### src/rtl/arb_types.sv
// Shared types for the memory line-port arbiter.
//   arb_state_t : arbiter FSM state
//   grant_t     : which cache received the most recent grant (round-robin memory)
package arb_types;

    typedef enum logic [1:0] {
        IDLE,
        SERVE_I,
        SERVE_D
    } arb_state_t;

    typedef enum logic {
        GRANT_I,
        GRANT_D
    } grant_t;

endpackage

### src/rtl/mem_port_arbiter.sv
// Shares one physical-memory line port between the instruction cache (I) and
// the data cache (D). One line transaction is granted at a time. The grantee's
// command, aligned address and write line are latched at grant and drive the
// memory side for the whole transaction. Simultaneous requests are resolved
// round-robin against the previous grantee.
//
// Ports
//   clk, rst                 clock, asynchronous active-high reset
//   i_read, i_addr           I-cache line read request (held until i_resp)
//   i_rdata, i_resp          I-cache return line and one-cycle completion pulse
//   d_read, d_write, d_addr  D-cache read / writeback request (held until d_resp)
//   d_wdata                  D-cache writeback line
//   d_rdata, d_resp          D-cache return line and one-cycle completion pulse
//   mem_read, mem_write      line command to the cacheline adaptor
//   mem_addr, mem_wdata      line-aligned address and write line to the adaptor
//   mem_rdata, mem_resp      adaptor return line and one-cycle completion
//
// state   | meaning
// --------+-----------------------------------------------------------
// IDLE    | no transaction; arbitrate, latch grantee command on grant
// SERVE_I | I-cache line read in flight; wait for mem_resp
// SERVE_D | D-cache read or writeback in flight; wait for mem_resp
module mem_port_arbiter
    import arb_types::*;
#(
    parameter int LINE_W = 256,
    parameter int ADDR_W = 32,
    parameter int OFF_W  = 5
) (
    input  logic              clk,
    input  logic              rst,

    input  logic              i_read,
    input  logic [ADDR_W-1:0] i_addr,
    output logic [LINE_W-1:0] i_rdata,
    output logic              i_resp,

    input  logic              d_read,
    input  logic              d_write,
    input  logic [ADDR_W-1:0] d_addr,
    input  logic [LINE_W-1:0] d_wdata,
    output logic [LINE_W-1:0] d_rdata,
    output logic              d_resp,

    output logic              mem_read,
    output logic              mem_write,
    output logic [ADDR_W-1:0] mem_addr,
    output logic [LINE_W-1:0] mem_wdata,
    input  logic [LINE_W-1:0] mem_rdata,
    input  logic              mem_resp
);

    // Clears the line-offset bits so the adaptor always sees a line address.
    localparam logic [ADDR_W-1:0] ALIGN_MASK = {ADDR_W{1'b1}} << OFF_W;

    arb_state_t        state_q, state_d;
    grant_t            last_grant_q, last_grant_d;
    logic              cmd_rd_q, cmd_rd_d;
    logic              cmd_wr_q, cmd_wr_d;
    logic [ADDR_W-1:0] addr_q, addr_d;
    logic [LINE_W-1:0] wdata_q, wdata_d;

    logic i_req;
    logic d_req;
    logic pick_d;

    assign i_req  = i_read;
    assign d_req  = d_read | d_write;
    // D wins when it is alone, or on a tie when I was granted last.
    assign pick_d = d_req & (~i_req | (last_grant_q == GRANT_I));

    always_comb begin
        state_d      = state_q;
        last_grant_d = last_grant_q;
        cmd_rd_d     = cmd_rd_q;
        cmd_wr_d     = cmd_wr_q;
        addr_d       = addr_q;
        wdata_d      = wdata_q;

        case (state_q)
            IDLE: begin
                if (pick_d) begin
                    state_d      = SERVE_D;
                    last_grant_d = GRANT_D;
                    // A simultaneous read+write from D is resolved as a write.
                    cmd_wr_d     = d_write;
                    cmd_rd_d     = d_read & ~d_write;
                    addr_d       = d_addr & ALIGN_MASK;
                    wdata_d      = d_wdata;
                end else if (i_req) begin
                    state_d      = SERVE_I;
                    last_grant_d = GRANT_I;
                    cmd_rd_d     = 1'b1;
                    cmd_wr_d     = 1'b0;
                    addr_d       = i_addr & ALIGN_MASK;
                    wdata_d      = '0;
                end
            end
            SERVE_I, SERVE_D: begin
                // Returning to IDLE forces one idle cycle between transactions,
                // giving the finished requester time to drop its request.
                if (mem_resp) begin
                    state_d  = IDLE;
                    cmd_rd_d = 1'b0;
                    cmd_wr_d = 1'b0;
                end
            end
            default: begin
                state_d  = IDLE;
                cmd_rd_d = 1'b0;
                cmd_wr_d = 1'b0;
            end
        endcase
    end

    always_ff @(posedge clk or posedge rst) begin
        if (rst) begin
            state_q      <= IDLE;
            last_grant_q <= GRANT_I;
            cmd_rd_q     <= 1'b0;
            cmd_wr_q     <= 1'b0;
            addr_q       <= '0;
            wdata_q      <= '0;
        end else begin
            state_q      <= state_d;
            last_grant_q <= last_grant_d;
            cmd_rd_q     <= cmd_rd_d;
            cmd_wr_q     <= cmd_wr_d;
            addr_q       <= addr_d;
            wdata_q      <= wdata_d;
        end
    end

    assign mem_read  = cmd_rd_q;
    assign mem_write = cmd_wr_q;
    assign mem_addr  = addr_q;
    assign mem_wdata = wdata_q;

    // Completion is passed straight through in the mem_resp cycle; a
    // mem_resp seen in IDLE matches neither state and is dropped.
    assign i_resp  = (state_q == SERVE_I) & mem_resp;
    assign d_resp  = (state_q == SERVE_D) & mem_resp;
    assign i_rdata = i_resp ? mem_rdata : '0;
    assign d_rdata = d_resp ? mem_rdata : '0;

endmodule
### config.mk
export PLATFORM = sky130hd
export DESIGN_NAME = mem_port_arbiter
export DESIGN_NICKNAME = d
export VERILOG_FILES = /design/src/rtl/arb_types.sv /design/src/rtl/mem_port_arbiter.sv
export SDC_FILE = /design/constraint.sdc
export NUM_CORES = 1
export LEC_CHECK = 0
export CAP_MARGIN = 30
export CORE_AREA = 4 4 531 533
export DETAILED_ROUTE_END_ITERATION = 7
export DIE_AREA = 0 0 535 537
export SETUP_SLACK_MARGIN = 0.1
export SYNTH_ARGS = -nofsm -noshare
export SYNTH_HDL_FRONTEND = slang
export SYNTH_SLANG_ARGS = --single-unit
### constraint.sdc
create_clock -name clk -period 8.25 [get_ports clk]
set_input_delay 0.825 -clock clk [delete_from_list [all_inputs] [get_ports clk]]
set_output_delay 0.825 -clock clk [all_outputs]
set_load 0.01 [all_outputs]
==> impl_metrics.csv, run 1 <==
group,metric,value,unit
placement,dp_hpwl,221,mm
global_route,grt_pass1_wl,290,mm
global_route,grt_remaining_overflow,0,
worst_hold_path,min-delay-path-class,"register to register",
clocking,numCtsBuffers,36,
timing,period_share,58.5,%
timing,setup-tns-final,0,ns
timing,rsz0062_at_grt,"no",
synthesis,ys_seq_area_share,50.7,%
critical_path,critPathKind,"register to output port",
synthesis,syn-cell-area,14200,µm²
job,max-cap-violations,0,
clocking,post_cts_buffers,0,
finish,multi_input_area,6190,µm²
placement,io_buffers,1370,
global_route,antenna_found_initial,199,
timing,period_needed,4.83,ns
floorplanning,core_area,276000,µm²
floorplanning,die_h,537,µm
finish,nFillCells,31500,
synthesis,synth_warnings,0,
critical_path,end_kind,"output port",
synthesis,synth.distinct_cells,25,
clocking,htree_levels,2,
route,route.detailed.drc,0,
finish,stdcell_area,33500,µm²
clocking,cts_resized,0,
synthesis,ys_ff_latch,288,
critical_path,start_kind,"register",
clocking,path_clk_slew,0.07,ns
synthesis,netlist_top_cells_area,"dfrtp_1 (51%), and3_1 (23%), a22o_1 (16%)",
critical_path,crit_fanout,64,
floorplanning,die-area,287000,µm²
critical_path,cp.required,7.42,ns
status,outcome,"completed",
global_route,grt_max_degree,321,
finish,fin_util,12.1,%
clocking,cts.hold.buffers_added,0,
pwr,p_leak,0.0138,µW
route,totalWireLength,248,mm
finish,register_area,7210,µm²
synthesis,syn-instance-count,1345,
clocking,cts_root_buffer,"clkbuf_16",
global_route,grt_pass1_vias,18500,
clocking,clock_latency,0.58,ns
critical_path,worstPathArrival,4.00,ns
finish,fin_nets,3180,
placement,placed_cell_area,32000,µm²
synthesis,yosys.area.top_type,"dfrtp_1",
route,dr.pass1.iters,4,
timing,drv_slew,0,
pwr,vdd_drop_max,289,µV
timing,max_freq,0.207,GHz
clocking,clock_path_buffers,3,
global_route,grtUsageTotal,16.5,%
timing,hold_viol,0,
timing,clock_skew,0.0129,ns
floorplanning,initial_core_util,5.14,%
clocking,cts_sinks,288,
floorplanning,die_w,535,µm
floorplanning,pin_count,1386,
finish,drive_gt1_share,3.24,%
finish,syn_to_final_growth,135,%
synthesis,postSynthAreaPerCell,10.6,µm²
placement,gp_congestion,0.996,
route,wl_per_cell,38.7,µm
timing,tightest_slew,1.20,ns
route,first_iter_violations,1110,
route,via_count,18400,
timing,timing.hold.ws,0.480,ns
floorplanning,core.rowCount,193,
route,drtAntennaViolNets,0,
synthesis,synth_top_area_share,50.7,%
clocking,cts_tree,"yes",
timing,slew-limit-headroom,19.9,%
pwr,cellPowerDensity,316,nW/µm²
route,vias_per_cell,2.88,
timing,setup_violations,0,
[path summary, 6_finish.rpt]
path                                     startpoint  depth (start not counted)                         end  slack, ns
max in group asynchronous                       rst                          4  mem_wdata[193]$_DFFE_PP0P_       5.24
max reg2reg                  state_q[0]$_DFFE_PP0P_                          6    mem_addr[16]$_DFFE_PP0P_       5.34
min reg2reg                mem_addr[22]$_DFFE_PP0P_                          2    mem_addr[22]$_DFFE_PP0P_       0.48
min in group asynchronous                       rst                          2      state_q[1]$_DFFE_PP0P_       1.00
min                        mem_addr[22]$_DFFE_PP0P_                          2    mem_addr[22]$_DFFE_PP0P_       0.48
max                          state_q[0]$_DFFE_PP0P_                          6                d_rdata[233]       3.42
[registers in the layout (all words and copies together) (netlist names)]
signal	cells
mem_read	1
mem_addr	27
mem_write	1
mem_wdata	256
state_q	2
last_grant_q	1
[cell usage in the layout (no fill, tap or decap), drive strengths merged]
cell type         n
clkdlybuf4s50  1368
o41ai             1
o2bb2ai           5
clkinvlp          2
mux2i            27
and3            512
a21o              1
inv              11
nand2            29
buf              23
ha                3
o31ai             1
bufinv            3
nand2b            1
o21ai            27
o311ai            1
nor2              1
a22o            256
dfrtp           288
and2              3
conb              5
clkbuf           52
clkinv            3
diode            81
[power breakdown]
part,internal [µW],total [µW],switching (µW)
clock network,972,1700,724
registers,2030,2410,377
logic,2560,6480,3920
total,5560,10600,5020
[cells in the mapped netlist]
master and count:
and2_1 3, nand2_1 29, and3_1 512, nor2_2 1, a22o_1 256, inv_1 5
a21o_1 1, clkbuf_4 1, o2bb2ai_1 4, dfrtp_1 288, buf_6 2, o31ai_4 1
nand2b_1 1, mux2i_1 27, o21ai_0 19, o21ai_1 8, buf_4 33, o41ai_1 1
conb_1 1, ha_1 3, buf_2 31, clkbuf_1 115, o2bb2ai_2 1, o311ai_0 1
buf_1 1
[per-layer routing]
layer	routed length, µm	track usage [%]	vias up
met5	78	0	-
met1	96200	18.8	9134
li1	-	-	7660
met3	29100	7.74	323
met2	114000	27.1	1316
met4	9130	5.13	14
[metrics by stage]
step	setup WS [ns]	instances	total power [µW]
6_report	3.42	6409	10600
5_1_grt	3.23	6368	11200
4_1_cts	3.26	6327	10900
3_5_place_dp	3.74	6261	9080
3_3_place_gp	3.71	6259	9040
2_1_floorplan	3.61	1349	4560
[critical path, stage by stage, from the launching register on]
cell and delay (ns):
dfrtp_1 0.43, inv_1 0.14, ha_4 0.50, buf_4 0.47, buf_4 0.66, and3_1 0.25, clkdlybuf4s50_1 0.76
[cell families (layout without fill, tap and decap cells)]
kind of cell | after synthesis | in the layout | share of synthesized area [%]
AO/OA/AOI/OAI | 292 | 292 | 17.4
adder cells (fa/ha/maj) | 3 | 3 | 0.264
buffers and inverters | 188 | 1462 | 6.24
flip-flops | 288 | 288 | 50.7
multiplexers | 27 | 27 | 1.90
other | 1 | 86 | 0.0264
AND/OR/NAND/NOR | 546 | 546 | 23.5
[final cells by class]
class / instances / share of cell area, %
Timing Repair Buffer: 1391 / 41.8
Sequential cell: 288 / 21.5
Multi-Input combinational cell: 873 / 18.5
Tap cell: 3705 / 13.8
Clock buffer: 52 / 3.05
Antenna cell: 81 / 0.606
Clock inverter: 14 / 0.594
Inverter: 5 / 0.0673
Note: power is estimated with default switching activity, not from simulation.
==> inputs of run 2 (changes only) <==
Settings changed: CORE_AREA 4 4 531 533 to 4 4 534 536, DIE_AREA 0 0 535 537 to 0 0 538 540.
Clock period 8.25 ns to 4.9 ns, I/O delays scaled along.
==> run 2 against run 1 <==
Largest cell class unchanged. Core utilization grew 0.073 points. Combinational power grew 68%. Worst setup slack lost 2.6 ns. Power grew 75%. Highest routed layer unchanged. Cell count grew 0.73%. Clock power grew 110%. Largest power group unchanged. Die area grew 1.1%. Global-route usage shrank 0.33 points. Sequential share of layout area shrank 0.46 points.
==> impl_metrics.csv, run 2 (synthesis results as in run 1) <==
group,metric,value,unit
status,outcome,"completed",
finish,drive_gt1_share,5.18,%
timing,setup-tns-final,0,ns
clocking,cts.hold.buffers_added,0,
floorplanning,initial_core_util,5.06,%
timing,max_freq,0.248,GHz
route,wl_met3,33.8,mm
route,drtAntennaViolNets,0,
clocking,numCtsBuffers,43,
pwr,vdd_drop_max,355,µV
clocking,clock_path_buffers,3,
finish,layout_common_cells,"clkdlybuf4s50_1 (1366), and3_1 (512), dfrtp_1 (288)",
timing,period_share,82.2,%
clocking,cts_sinks,288,
floorplanning,core.rowCount,195,
global_route,grt_pass1_vias,19100,
placement,placed_cell_area,32400,µm²
route,via_count,18800,
floorplanning,die_w,538,µm
route,totalWireLength,245,mm
placement,placedCellCount,6328,
pwr,p_clk_share,19.2,%
route,dr.pass1.iters,5,
finish,stdcell_area,34200,µm²
finish,multi_input_area,6190,µm²
route,wl_met2,106,mm
route,route.detailed.drc,0,
pwr,p_leak,0.0142,µW
pwr,cellPowerDensity,542,nW/µm²
floorplanning,core_area,281000,µm²
finish,register_area,7210,µm²
job,max-cap-violations,0,
route,first_iter_violations,1253,
route,wl_per_cell,38.0,µm
pwr,switchingPower,8560,µW
finish,fin_cells,6456,
placement,gp_congestion,0.888,
floorplanning,pin_count,1386,
clocking,cts_root_buffer,"clkbuf_16",
timing,setup_ws,0.871,ns
pwr,combPwrFrac,58.8,%
finish,largest_reg_flops,256,
clocking,post_cts_buffers,0,
critical_path,cp.required,4.41,ns
finish,fin_nets,3217,
finish,nFillCells,31900,
global_route,grt_pass1_wl,288,mm
critical_path,r2r_setup_slack,2.41,ns
global_route,grtUsageTotal,16.1,%
floorplanning,die-area,291000,µm²
timing,clock_skew,0.0480,ns
timing,tightest_slew,1.08,ns
clocking,cts_tree,"yes",
timing,period_needed,4.03,ns
finish,syn_to_final_growth,140,%
timing,setup_violations,0,
timing,hold_viol,0,
clocking,htree_levels,2,
pwr,seq_power_share,22.1,%
timing,slew-limit-headroom,27.8,%
route,wl_met1,97.7,mm
route,vias_per_cell,2.91,
timing,rsz0062_at_grt,"no",
pwr,power.internal,9990,µW
floorplanning,die_h,540,µm
critical_path,start_kind,"register",
finish,final_common_cell,"clkdlybuf4s50_1",
clocking,clock_latency,0.69,ns
global_route,antenna_found_initial,208,
timing,drv_slew,0,
clocking,cts_resized,0,
pwr,swShare,46.1,%
critical_path,critPathKind,"register to output port",
placement,io_buffers,1370,
global_route,grt_max_degree,124,
worst_hold_path,min-delay-path-class,"input pin to asynchronous set/reset pin",
route,top_layer,"met5",
critical_path,end_kind,"output port",
global_route,grt_remaining_overflow,0,
critical_path,crit_fanout,56,
critical_path,worstPathArrival,3.54,ns
clocking,path_clk_slew,0.06,ns
placement,pre_cts_ws,1.49,ns
placement,dp_hpwl,222,mm
[run 2: cell types whose count changed in the layout (fill, tap and decap cells not counted), moves of 4 or more]
cell / previous run / this run
clkbuf_16: 36 / 43
clkbuf_1: 10 / 2
buf_4: 13 / 33
buf_12: 7 / 16
clkinvlp_4: 2 / 6
bufinv_16: 3 / 7
diode_2: 81 / 47
[run 2: per-layer routing]
metal	track usage [%]	up-vias
met5	0	-
met3	9.17	359
met1	19.0	9247
met4	3.26	6
met2	25.4	1507
li1	-	7685
[run 2: cell type report]
type | instances | area share (%)
antenna | 47 | 0.344
clock buffer | 53 | 3.49
clock inverter | 26 | 1.21
inverter | 5 | 0.0658
multi-input combinational | 873 | 18.1
sequential | 288 | 21.1
tap | 3743 | 13.7
timing repair buffer | 1421 | 42.0
[run 2: worst max-delay path, stage by stage, from the launching register on]
cell and delay (ns):
dfrtp_1 0.42, inv_1 0.14, ha_4 0.61, buf_4 0.48
and3_1 0.23, clkdlybuf4s50_1 0.93
[run 2: final timing paths]
kind	cells after the start	end	from
min	2	mem_wdata[222]$_DFFE_PP0P_	rst
min in group clk	2	mem_wdata[176]$_DFFE_PP0P_	d_wdata[176]
min reg2reg	2	mem_addr[21]$_DFFE_PP0P_	mem_addr[21]$_DFFE_PP0P_
max in group asynchronous	4	mem_wdata[42]$_DFFE_PP0P_	rst
max reg2reg	6	mem_wdata[26]$_DFFE_PP0P_	state_q[0]$_DFFE_PP0P_
max	5	d_rdata[19]	state_q[0]$_DFFE_PP0P_
[run 2: power by group through the flow]
stage	logic [µW]	registers [µW]	clock network, µW
after detailed placement	11000	4120	0
final	10900	4090	3550
after global placement	11000	4070	0
after global routing	11700	4210	3800
after CTS	11100	4100	3690
after floorplan	3240	4440	0
[run 2: metrics by stage]
stage | util, % | hold WS (ns) | total power (µW)
after global routing | 12.2 | 0.0968 | 19700
after CTS | 12.1 | 0.0701 | 18900
after floorplan | - | 0.481 | 7680
after global placement | 11.5 | 0.480 | 15100
final | 12.2 | 0.153 | 18500
after detailed placement | 11.6 | 0.474 | 15200
